### src/rtl/tank_bullet.sv
// Single-bullet projectile for one tank: spawn at the muzzle, fly in the latched direction, retire on exit or hit, then cool down.
// Optional macro BULLET_AUTOFIRE_EN: a held fire key re-fires after each cooldown instead of needing a fresh press.
module tank_bullet #(
   parameter int          BULLET_STEP     = 4,
   parameter int          BULLET_SIZE     = 2,
   parameter int          COOLDOWN_FRAMES = 30,
   parameter int          X_MIN           = 1,
   parameter int          X_MAX           = 639,
   parameter int          Y_MIN           = 1,
   parameter int          Y_MAX           = 479,
   parameter logic [7:0]  FIRE_KEY        = 8'h2C
) (
   input  logic        frame_clk,
   input  logic        Reset,
   input  logic [7:0]  keycode,
   input  logic [9:0]  TankX,
   input  logic [9:0]  TankY,
   input  logic [9:0]  TankS,
   input  logic [1:0]  direction,
   input  logic        hit,
   output logic [9:0]  BulletX,
   output logic [9:0]  BulletY,
   output logic [9:0]  BulletS,
   output logic        bullet_active,
   output logic        fire_ready
);

   localparam int CNT_W = (COOLDOWN_FRAMES > 1) ? $clog2(COOLDOWN_FRAMES) : 1;
   localparam logic [CNT_W-1:0] COOL_LOAD = CNT_W'(COOLDOWN_FRAMES - 1);

   localparam logic [1:0] DIR_LEFT  = 2'b00;
   localparam logic [1:0] DIR_RIGHT = 2'b01;
   localparam logic [1:0] DIR_DOWN  = 2'b10;
   localparam logic [1:0] DIR_UP    = 2'b11;

   // Spawn window, signed so a muzzle past the left/top edge compares as negative.
   localparam logic signed [10:0] BSIZE_S    = 11'(BULLET_SIZE);
   localparam logic signed [10:0] SPAWN_X_LO = 11'(X_MIN + BULLET_SIZE);
   localparam logic signed [10:0] SPAWN_X_HI = 11'(X_MAX - BULLET_SIZE);
   localparam logic signed [10:0] SPAWN_Y_LO = 11'(Y_MIN + BULLET_SIZE);
   localparam logic signed [10:0] SPAWN_Y_HI = 11'(Y_MAX - BULLET_SIZE);

   localparam logic [10:0] EXIT_X_LO = 11'(X_MIN + BULLET_SIZE + BULLET_STEP);
   localparam logic [10:0] EXIT_Y_LO = 11'(Y_MIN + BULLET_SIZE + BULLET_STEP);
   localparam logic [10:0] EXIT_X_HI = 11'(X_MAX);
   localparam logic [10:0] EXIT_Y_HI = 11'(Y_MAX);
   localparam logic [10:0] LEAD      = 11'(BULLET_SIZE + BULLET_STEP);
   localparam logic [9:0]  STEP_V    = 10'(BULLET_STEP);

   typedef enum logic [1:0] {IDLE, FLY, COOLDOWN} state_t;

   state_t            state_reg,    state_next;
   logic [9:0]        bullet_x_reg, bullet_x_next;
   logic [9:0]        bullet_y_reg, bullet_y_next;
   logic [1:0]        dir_reg,      dir_next;
   logic [CNT_W-1:0]  count_reg,    count_next;
   logic              fire_prev_reg;

   logic              fire_key_now;
   logic              fire_req;
   logic signed [10:0] tank_x_s, tank_y_s, offset_s;
   logic signed [10:0] spawn_x, spawn_y;
   logic              spawn_ok;
   logic [10:0]       bx_w, by_w;
   logic              exit_now;

   assign fire_key_now = (keycode == FIRE_KEY);

`ifdef BULLET_AUTOFIRE_EN
   assign fire_req = fire_key_now;
`else
   assign fire_req = fire_key_now && !fire_prev_reg;
`endif

   assign tank_x_s = $signed({1'b0, TankX});
   assign tank_y_s = $signed({1'b0, TankY});
   assign offset_s = $signed({1'b0, TankS}) + BSIZE_S;

   always_comb begin
      spawn_x = tank_x_s;
      spawn_y = tank_y_s;
      case (direction)
         DIR_LEFT:  spawn_x = tank_x_s - offset_s;
         DIR_RIGHT: spawn_x = tank_x_s + offset_s;
         DIR_DOWN:  spawn_y = tank_y_s + offset_s;
         default:   spawn_y = tank_y_s - offset_s;
      endcase
   end

   assign spawn_ok = (spawn_x >= SPAWN_X_LO) && (spawn_x <= SPAWN_X_HI) &&
                     (spawn_y >= SPAWN_Y_LO) && (spawn_y <= SPAWN_Y_HI);

   // Retire when the coming step would carry the bullet's edge past the playfield.
   assign bx_w = {1'b0, bullet_x_reg};
   assign by_w = {1'b0, bullet_y_reg};

   always_comb begin
      exit_now = 1'b0;
      case (dir_reg)
         DIR_LEFT:  exit_now = (bx_w < EXIT_X_LO);
         DIR_RIGHT: exit_now = ((bx_w + LEAD) > EXIT_X_HI);
         DIR_DOWN:  exit_now = ((by_w + LEAD) > EXIT_Y_HI);
         default:   exit_now = (by_w < EXIT_Y_LO);
      endcase
   end

   always_comb begin
      state_next    = state_reg;
      bullet_x_next = bullet_x_reg;
      bullet_y_next = bullet_y_reg;
      dir_next      = dir_reg;
      count_next    = count_reg;
      case (state_reg)
         IDLE: begin
            if (fire_req) begin
               dir_next = direction;
               if (spawn_ok) begin
                  bullet_x_next = spawn_x[9:0];
                  bullet_y_next = spawn_y[9:0];
                  state_next    = FLY;
               end else begin
                  count_next = COOL_LOAD;
                  state_next = COOLDOWN;
               end
            end
         end
         FLY: begin
            if (hit || exit_now) begin
               count_next = COOL_LOAD;
               state_next = COOLDOWN;
            end else begin
               case (dir_reg)
                  DIR_LEFT:  bullet_x_next = bullet_x_reg - STEP_V;
                  DIR_RIGHT: bullet_x_next = bullet_x_reg + STEP_V;
                  DIR_DOWN:  bullet_y_next = bullet_y_reg + STEP_V;
                  default:   bullet_y_next = bullet_y_reg - STEP_V;
               endcase
            end
         end
         COOLDOWN: begin
            if (count_reg == '0)
               state_next = IDLE;
            else
               count_next = count_reg - 1'b1;
         end
         default: state_next = IDLE;
      endcase
   end

   always_ff @(posedge frame_clk or posedge Reset) begin
      if (Reset) begin
         state_reg     <= IDLE;
         bullet_x_reg  <= '0;
         bullet_y_reg  <= '0;
         dir_reg       <= DIR_LEFT;
         count_reg     <= '0;
         fire_prev_reg <= 1'b0;
      end else begin
         state_reg     <= state_next;
         bullet_x_reg  <= bullet_x_next;
         bullet_y_reg  <= bullet_y_next;
         dir_reg       <= dir_next;
         count_reg     <= count_next;
         fire_prev_reg <= fire_key_now;
      end
   end

   assign BulletX       = bullet_x_reg;
   assign BulletY       = bullet_y_reg;
   assign BulletS       = 10'(BULLET_SIZE);
   assign bullet_active = (state_reg == FLY);
   assign fire_ready    = (state_reg == IDLE);

endmodule

### config.mk
export PLATFORM = sky130hd
export DESIGN_NAME = tank_bullet
export DESIGN_NICKNAME = d
export VERILOG_FILES = /design/src/rtl/tank_bullet.sv
export SDC_FILE = /design/constraint.sdc
export NUM_CORES = 1
export LEC_CHECK = 0
export ABC_AREA = 1
export CAP_MARGIN = 20
export CORE_UTILIZATION = 50
export CTS_CLUSTER_DIAMETER = 80
export DETAILED_ROUTE_END_ITERATION = 16
export GPL_ROUTABILITY_DRIVEN = 0
export PLACE_DENSITY = 0.79
export SYNTH_ARGS = -nofsm -noshare
export SYNTH_HDL_FRONTEND = slang
export SYNTH_SLANG_ARGS = --single-unit
### constraint.sdc
create_clock -name frame_clk -period 2.5 [get_ports frame_clk]
set_clock_uncertainty 0.1 [all_clocks]
set_input_delay 0.375 -clock frame_clk [delete_from_list [all_inputs] [get_ports frame_clk]]
set_output_delay 0.375 -clock frame_clk [all_outputs]
set_load 0.05 [all_outputs]
### Word-level counts from Yosys, hierarchy flattened

Index checks and enable logic that the tools add are counted.

| cells by class | value |
|---|---|
| bitwise operators | 0 |
| $mul | 0 |
| reductions and logical operators | 19 |
| $lt $le $gt $ge | 8 |
| $add $sub $neg | 12 |
| mux-type cells | 23 |
| eq/ne operators | 16 |
| shift-type cells | 0 |
| divide/modulo/power cells | 0 |

Operators by type and width:

| kind | count |
|---|---|
| 10-bit one-hot mux with 2 select lines | 4 |
| 10-bit 2-to-1 mux | 6 |
| 11-bit one-hot mux with 2 select lines | 2 |
| 10-bit by 3-bit adder with 11-bit output (second input constant) | 2 |
| 11-bit adder | 2 |
| 11-bit by 3-bit greater-or-equal comparator with 1-bit output (second input constant) | 2 |
| 11-bit subtractor | 2 |
| 10-bit by 3-bit adder with 10-bit output (second input constant) | 2 |
| 10-bit by 3-bit < comparator with 1-bit output (second input constant) | 2 |
| 5-bit 2-to-1 mux | 4 |
| 10-bit by 3-bit subtractor with 10-bit output (second input constant) | 2 |
| 5-bit one-hot mux with 3 select lines | 1 |
| 5-bit AND reduction | 3 |
| 10-bit by 2-bit adder with 11-bit output (second input constant) | 1 |
| 11-bit by 10-bit > comparator with 1-bit output (second input constant) | 1 |
| 11-bit by 9-bit > comparator with 1-bit output (second input constant) | 1 |
| 11-bit by 10-bit less-or-equal comparator with 1-bit output (second input constant) | 1 |
| 11-bit less-or-equal comparator (second input constant) | 1 |
| 2-bit != test (second input constant) | 5 |
| 8-bit by 6-bit equality test with 1-bit output (second input constant) | 1 |
| 2-bit 2-to-1 mux | 4 |
| 2-bit by 1-bit equality test with 1-bit output (second input constant) | 3 |
| 2-bit equality test (second input constant) | 3 |
| 2-bit logical NOT | 3 |
| 14 further kinds | 20 |

| word-level totals | value |
|---|---|
| memory bits (writable) | 0 |
| bits in latches | 0 |
| output and inout bits | 32 |
| input bits | 43 |
| bits in read-only memories | 0 |
| memories | 0 |
| register bits | 30 |
| logic and storage cells | 84 |

### Longest topological paths before layout

| depth | value |
|---|---|
| depth in word-level cells | 10 |
| depth in mapped cells | 29 |
| depth with buffers taken out | 29 |

### Worst setup path before layout

OpenSTA, ideal clock, no wires.

| timing | value |
|---|---|
| path kind | input to register |
| start | input port TankS[1] |
| end | register bullet_x_reg[3] (netlist: BulletX[3]) |
| stages on the path | 27 |
| setup slack | -0.826 ns |
| setup time | 0.120 ns |
| required time | 2.280 ns |
| arrival time | 3.106 ns |
| path buffers | 0 |
| path through | ha_1 > inv_1 > nand2_1 > a21oi_1 > nand2_1 > nor2_1 > xor2_1 > o21ai_0 > ha_1 > nand2_1 > inv_1 > a21oi_1 > nand2_1 > a21oi_1 > inv_1 > nand2_1 > nand3_1 > nand2_1 > inv_1 > nand3_1 > nand2_1 > inv_1 > nand3_4 > nand2_8 > nand2_2 > nand2_1 > nand2_1 |

| between the ends | value |
|---|---|
| cells in the longest elaborated chain, start to end | 9 |
| elaborated cells on any way between the ends | 19 |
| classes of those cells | 5 x add/sub; 4 x order compare; 1 x eq/ne; 5 x mux; 4 x reduce/logical |

Ends and longest elaborated chain:

| what | line | RTL |
|---|---|---|
| from (decl) | 18 | `input logic [9:0] TankS,` |
| 10-bit by 2-bit adder with 11-bit output (*) | 77 | `assign offset_s = $signed({1'b0, TankS}) + BSIZE_S;` |
| 11-bit adder or 11-bit subtractor (tied branches) | 84, 83 |  |
| 11-bit one-hot mux with 2 select lines | 82 | `case (direction)` |
| 11-bit by 3-bit greater-or-equal comparator with 1-bit output or 11-bit less-or-equal comparator (tied branches) | 90 | `assign spawn_ok = (spawn_x >= SPAWN_X_LO) && (spawn_x <= SPAWN_X_HI) &&` |
| 1-bit logical AND (2 in a row) | 90 |  |
| 1-bit logical AND | 91 | `(spawn_y >= SPAWN_Y_LO) && (spawn_y <= SPAWN_Y_HI);` |
| 2-bit by 1-bit != test with 1-bit output (no line) | - |  |
| 5-bit AND reduction (no line) | - |  |
| to (signal assigned) | 160 | `bullet_x_reg <= bullet_x_next;` |
| to (decl) | 53 | `logic [9:0] bullet_x_reg, bullet_x_next;` |

Every way passes the cells marked *; elsewhere a longest branch is shown, timed or not. The select of a mux whose other input is x is not followed.
A chain may end at the register's enable or synchronous reset.

### Worst setup path after layout

| timing | value |
|---|---|
| start | input port TankS[1] |
| end | register bullet_y_reg[8] (netlist: BulletY[8]) |

| between the ends | value |
|---|---|
| cells in the longest elaborated chain, start to end | 9 |
| elaborated cells on any way between the ends | 19 |
| classes of those cells | 5 x add/sub; 4 x order compare; 1 x eq/ne; 5 x mux; 4 x reduce/logical |

Ends and longest elaborated chain:

| what | line | RTL |
|---|---|---|
| 10-bit by 2-bit adder with 11-bit output (*) | 77 |  |
| 11-bit adder or 11-bit subtractor (tied branches) | 84, 83 |  |
| 11-bit one-hot mux with 2 select lines | 82 |  |
| 11-bit by 3-bit greater-or-equal comparator with 1-bit output or 11-bit less-or-equal comparator (tied branches) | 90 |  |
| 1-bit logical AND (2 in a row) | 90 |  |
| 1-bit logical AND | 91 |  |
| 2-bit by 1-bit != test with 1-bit output (no line) | - |  |
| 5-bit AND reduction (no line) | - |  |
| to (signal assigned) | 161 | `bullet_y_reg <= bullet_y_next;` |
| to (decl) | 54 | `logic [9:0] bullet_y_reg, bullet_y_next;` |

Marks and branches as above.

==> results <==
==> worst max-delay path: cells and delay by family <==
family                     cells  cell delay, ps
xor gates and xnor gates       1             180
buffers and inverters          3             330
adders and majority gates      1             300
AOI/OAI and AO/OA              1              90
and+or+nand+nor               19            2420
==> path summary, 6_finish.rpt <==
kind                            slack, ps         start            to
worst max-delay path                -1150      TankS[1]    BulletY[8]
worst min-delay path                  370         Reset    BulletX[7]
worst max register to register       -390    BulletY[1]  count_reg[1]
worst min register to register        400  count_reg[4]  count_reg[4]
max in group asynchronous            1630         Reset  count_reg[3]
min in group frame_clk                400  count_reg[4]  count_reg[4]
==> power by group <==
part	total, W	internal, W	switching [W]
clock	0.000407	0.000222	0.000185
sequential	0.000605	0.000541	0.0000639
combinational	0.00170	0.000747	0.000955
==> layout make-up <==
cell class	count	area (µm²)
fill	527	1620
clock buffer	7	86.3
clock inverter	1	5.00
inverter	109	412
tap	108	135
multi-input combinational	608	3960
timing repair buffer	204	1760
sequential	30	751
==> metal layers <==
metal	track usage (%)	share of wire [%]	wire, µm
met5	0	0	0
met4	13.0	6.3	1120
met3	4.03	7.5	1340
met2	60.4	51	9070
met1	34.6	35	6260
==> repair_timing <==
| action | CTS | global route |
|---|---|---|
| hold buffers | 0 | 0 |
| pin swaps | 64 | 87 |
| gates resized for setup | 127 | 105 |
| endpoints found under the hold margin | 0 | 0 |
| setup endpoints to repair | 27 | 27 |
| setup buffers | 24 | 12 |
| cloned | 2 | 0 |
==> layout by cell type, fill, tap and decap left out, types with 5 or more instances in the layout <==
| cell | n |
|---|---|
| nand3b_1 | 7 |
| ha_4 | 10 |
| inv_1 | 88 |
| nand2_1 | 181 |
| nand3_1 | 59 |
| nand2_4 | 7 |
| nand3_2 | 19 |
| buf_6 | 11 |
| or2_2 | 5 |
| xnor2_1 | 8 |
| nor2_1 | 52 |
| o21ai_0 | 27 |
| ha_1 | 30 |
| nand4_1 | 13 |
| nor2_2 | 6 |
| o21ai_1 | 12 |
| clkbuf_8 | 6 |
| inv_2 | 20 |
| buf_4 | 129 |
| dfrtp_1 | 30 |
| nand2_2 | 44 |
| xor2_1 | 14 |
| o21ai_2 | 18 |
| nor3_1 | 10 |
| conb_1 | 10 |
| a21oi_2 | 11 |
| nor2_4 | 8 |
| clkdlybuf4s50_1 | 53 |
| nand2_8 | 6 |
| a21oi_1 | 14 |
==> per-stage QoR <==
| stage | setup TNS, ps | util, % | setup slack [ps] |
|---|---|---|---|
| 2_1_floorplan | -17370 | - | -698 |
| 3_3_place_gp | -45150 | 69.0 | -1720 |
| 3_5_place_dp | -47570 | 69.0 | -1840 |
| 4_1_cts | -19410 | 75.7 | -762 |
| 5_1_grt | -31970 | 81.4 | -1290 |
| 6_report | -27910 | 81.4 | -1150 |
==> cell families (layout without fill, tap and decap cells) <==
family          Yosys count  in the layout  share of synthesized area (%)
xor+xnor                 25             25                           4.84
flops                    30             30                           16.6
buf+inv                 131            321                           12.0
simple gates            423            425                           41.2
fa+ha+maj                44             44                           12.8
compound gates          104            104                           12.3
other cells               2             10                          0.166
==> results by group <==
Yosys
  • Synthesized flop and latch total: 30
  • Yosys top cell area share: about a fifth
  • Sequential area share after synthesis: 16.6%
  • Number of synthesized flops with an enable pin: 0
  • Synth top area cells: nand2_1, dfrtp_1, ha_1
  • Cell Area, Synth: roughly 4500 µm²
  • Largest area contributor in the netlist: nand2_1
  • Count of cell types in the netlist: 38
  • Gate Count Post-Synth: roughly 760
  • Avg Cell Area, Syn: roughly 6 µm²
  • Asr flop ratio synth: 100%
  • Top cells by count, synth: nand2_1, inv_1, nand3_1
  • Ys flop type: dfrtp_1
  • Cell with the most instances after synthesis: nand2_1
  • YS warnings: 0

Timing
  • Slew margin rel.: 47.1%
  • Crit share post-route: 146%
  • Final Critical Period: between 3000 and 4000 ps
  • Setup violators final: 27
  • Highest clock rate: 274 MHz
  • Max Slew Vio Count: 0
  • Setup WS post-layout: -1150 ps
  • Unrepaired setup endpoints after global routing: true
  • Actual slew at the worst max-slew pin: around 790 ps
  • WHS: roughly 370 ps
  • Hold Vio Cnt, Final: 0

Cells and area
  • Final instance area: 7100 µm²
  • Final net count: about 1000
  • Area grow syn2layout: 57.0%
  • Layout cells sized above 1: 33.7%
  • Fin cells: 1067
  • Antenna cells: 0

Status
  • Violated checks: negative setup slack
  • Status: complete, but fails checks

Worst setup path
  • Worst EP required: around 2600 ps
  • Most used cell along the critical path: nand3_2
  • Crit end category: register
  • Arrival @ worst endpoint: approximately 3700 ps
  • CP max FO: 8
  • Largest stage delay, worst path: 300 ps
  • Worst reg2reg path depth: 17
  • Startpoint types: input pin
  • Critical path class: in2reg
  • Worst path slowest cell: ha_1

Route
  • Vias: 6237
  • DR DRC count: 0
  • Drt pass-1 iters: 7
  • Wire per inst: 16.7 µm
  • Final WL: 17800 µm
  • Routed Antenna Nets: 0
  • DR iter-0 viols: 363
  • Vias per cell: 5.85

Die
  • Starting Density: 51.9%
  • Top-level I/O count: 75
  • Die X: 97.1 µm
  • Row count: 34
  • Die area: 9430 µm²
  • Core ar.: 8720 µm²
  • Chip height: 97.1 µm

Clock tree
  • CTS Root Cell: clkbuf_8
  • CTS tree: done
  • Clock transition at path regs: 70 ps
  • Clk sinks: 30
  • TritonCTS Buffers: 5
  • H-tree levels: 2
  • Max Buffers Root-to-Sink: 2
  • Worst-skew pair later-pin latency: 290 ps

Pwr
  • PwrDens: 382 nW/µm²
  • Leakage: approximately 3.6 nW
  • VDD IR max: 218 µV
  • Total Power: roughly 0.0027 W

Placed design
  • Placed insts: approximately 1000
  • Post-DP HPWL: approximately 11000 µm
  • Post-DP Area: 6020 µm²
  • I/O Buffers: 64

Global routing
  • Initial antenna violation count: 0
  • Vias in the first global route: 5641
  • First-pass GRT wire length: ~25000 µm
  • Grt total ovfl: 0
  • Total GRT Usage: 31.5%
  • Pin count of the biggest net entering global routing: 31

Job
  • Maxcap violations: 0

Min path
  • HP Class: in2async
No activity file was read; power rests on OpenSTA's default activity.
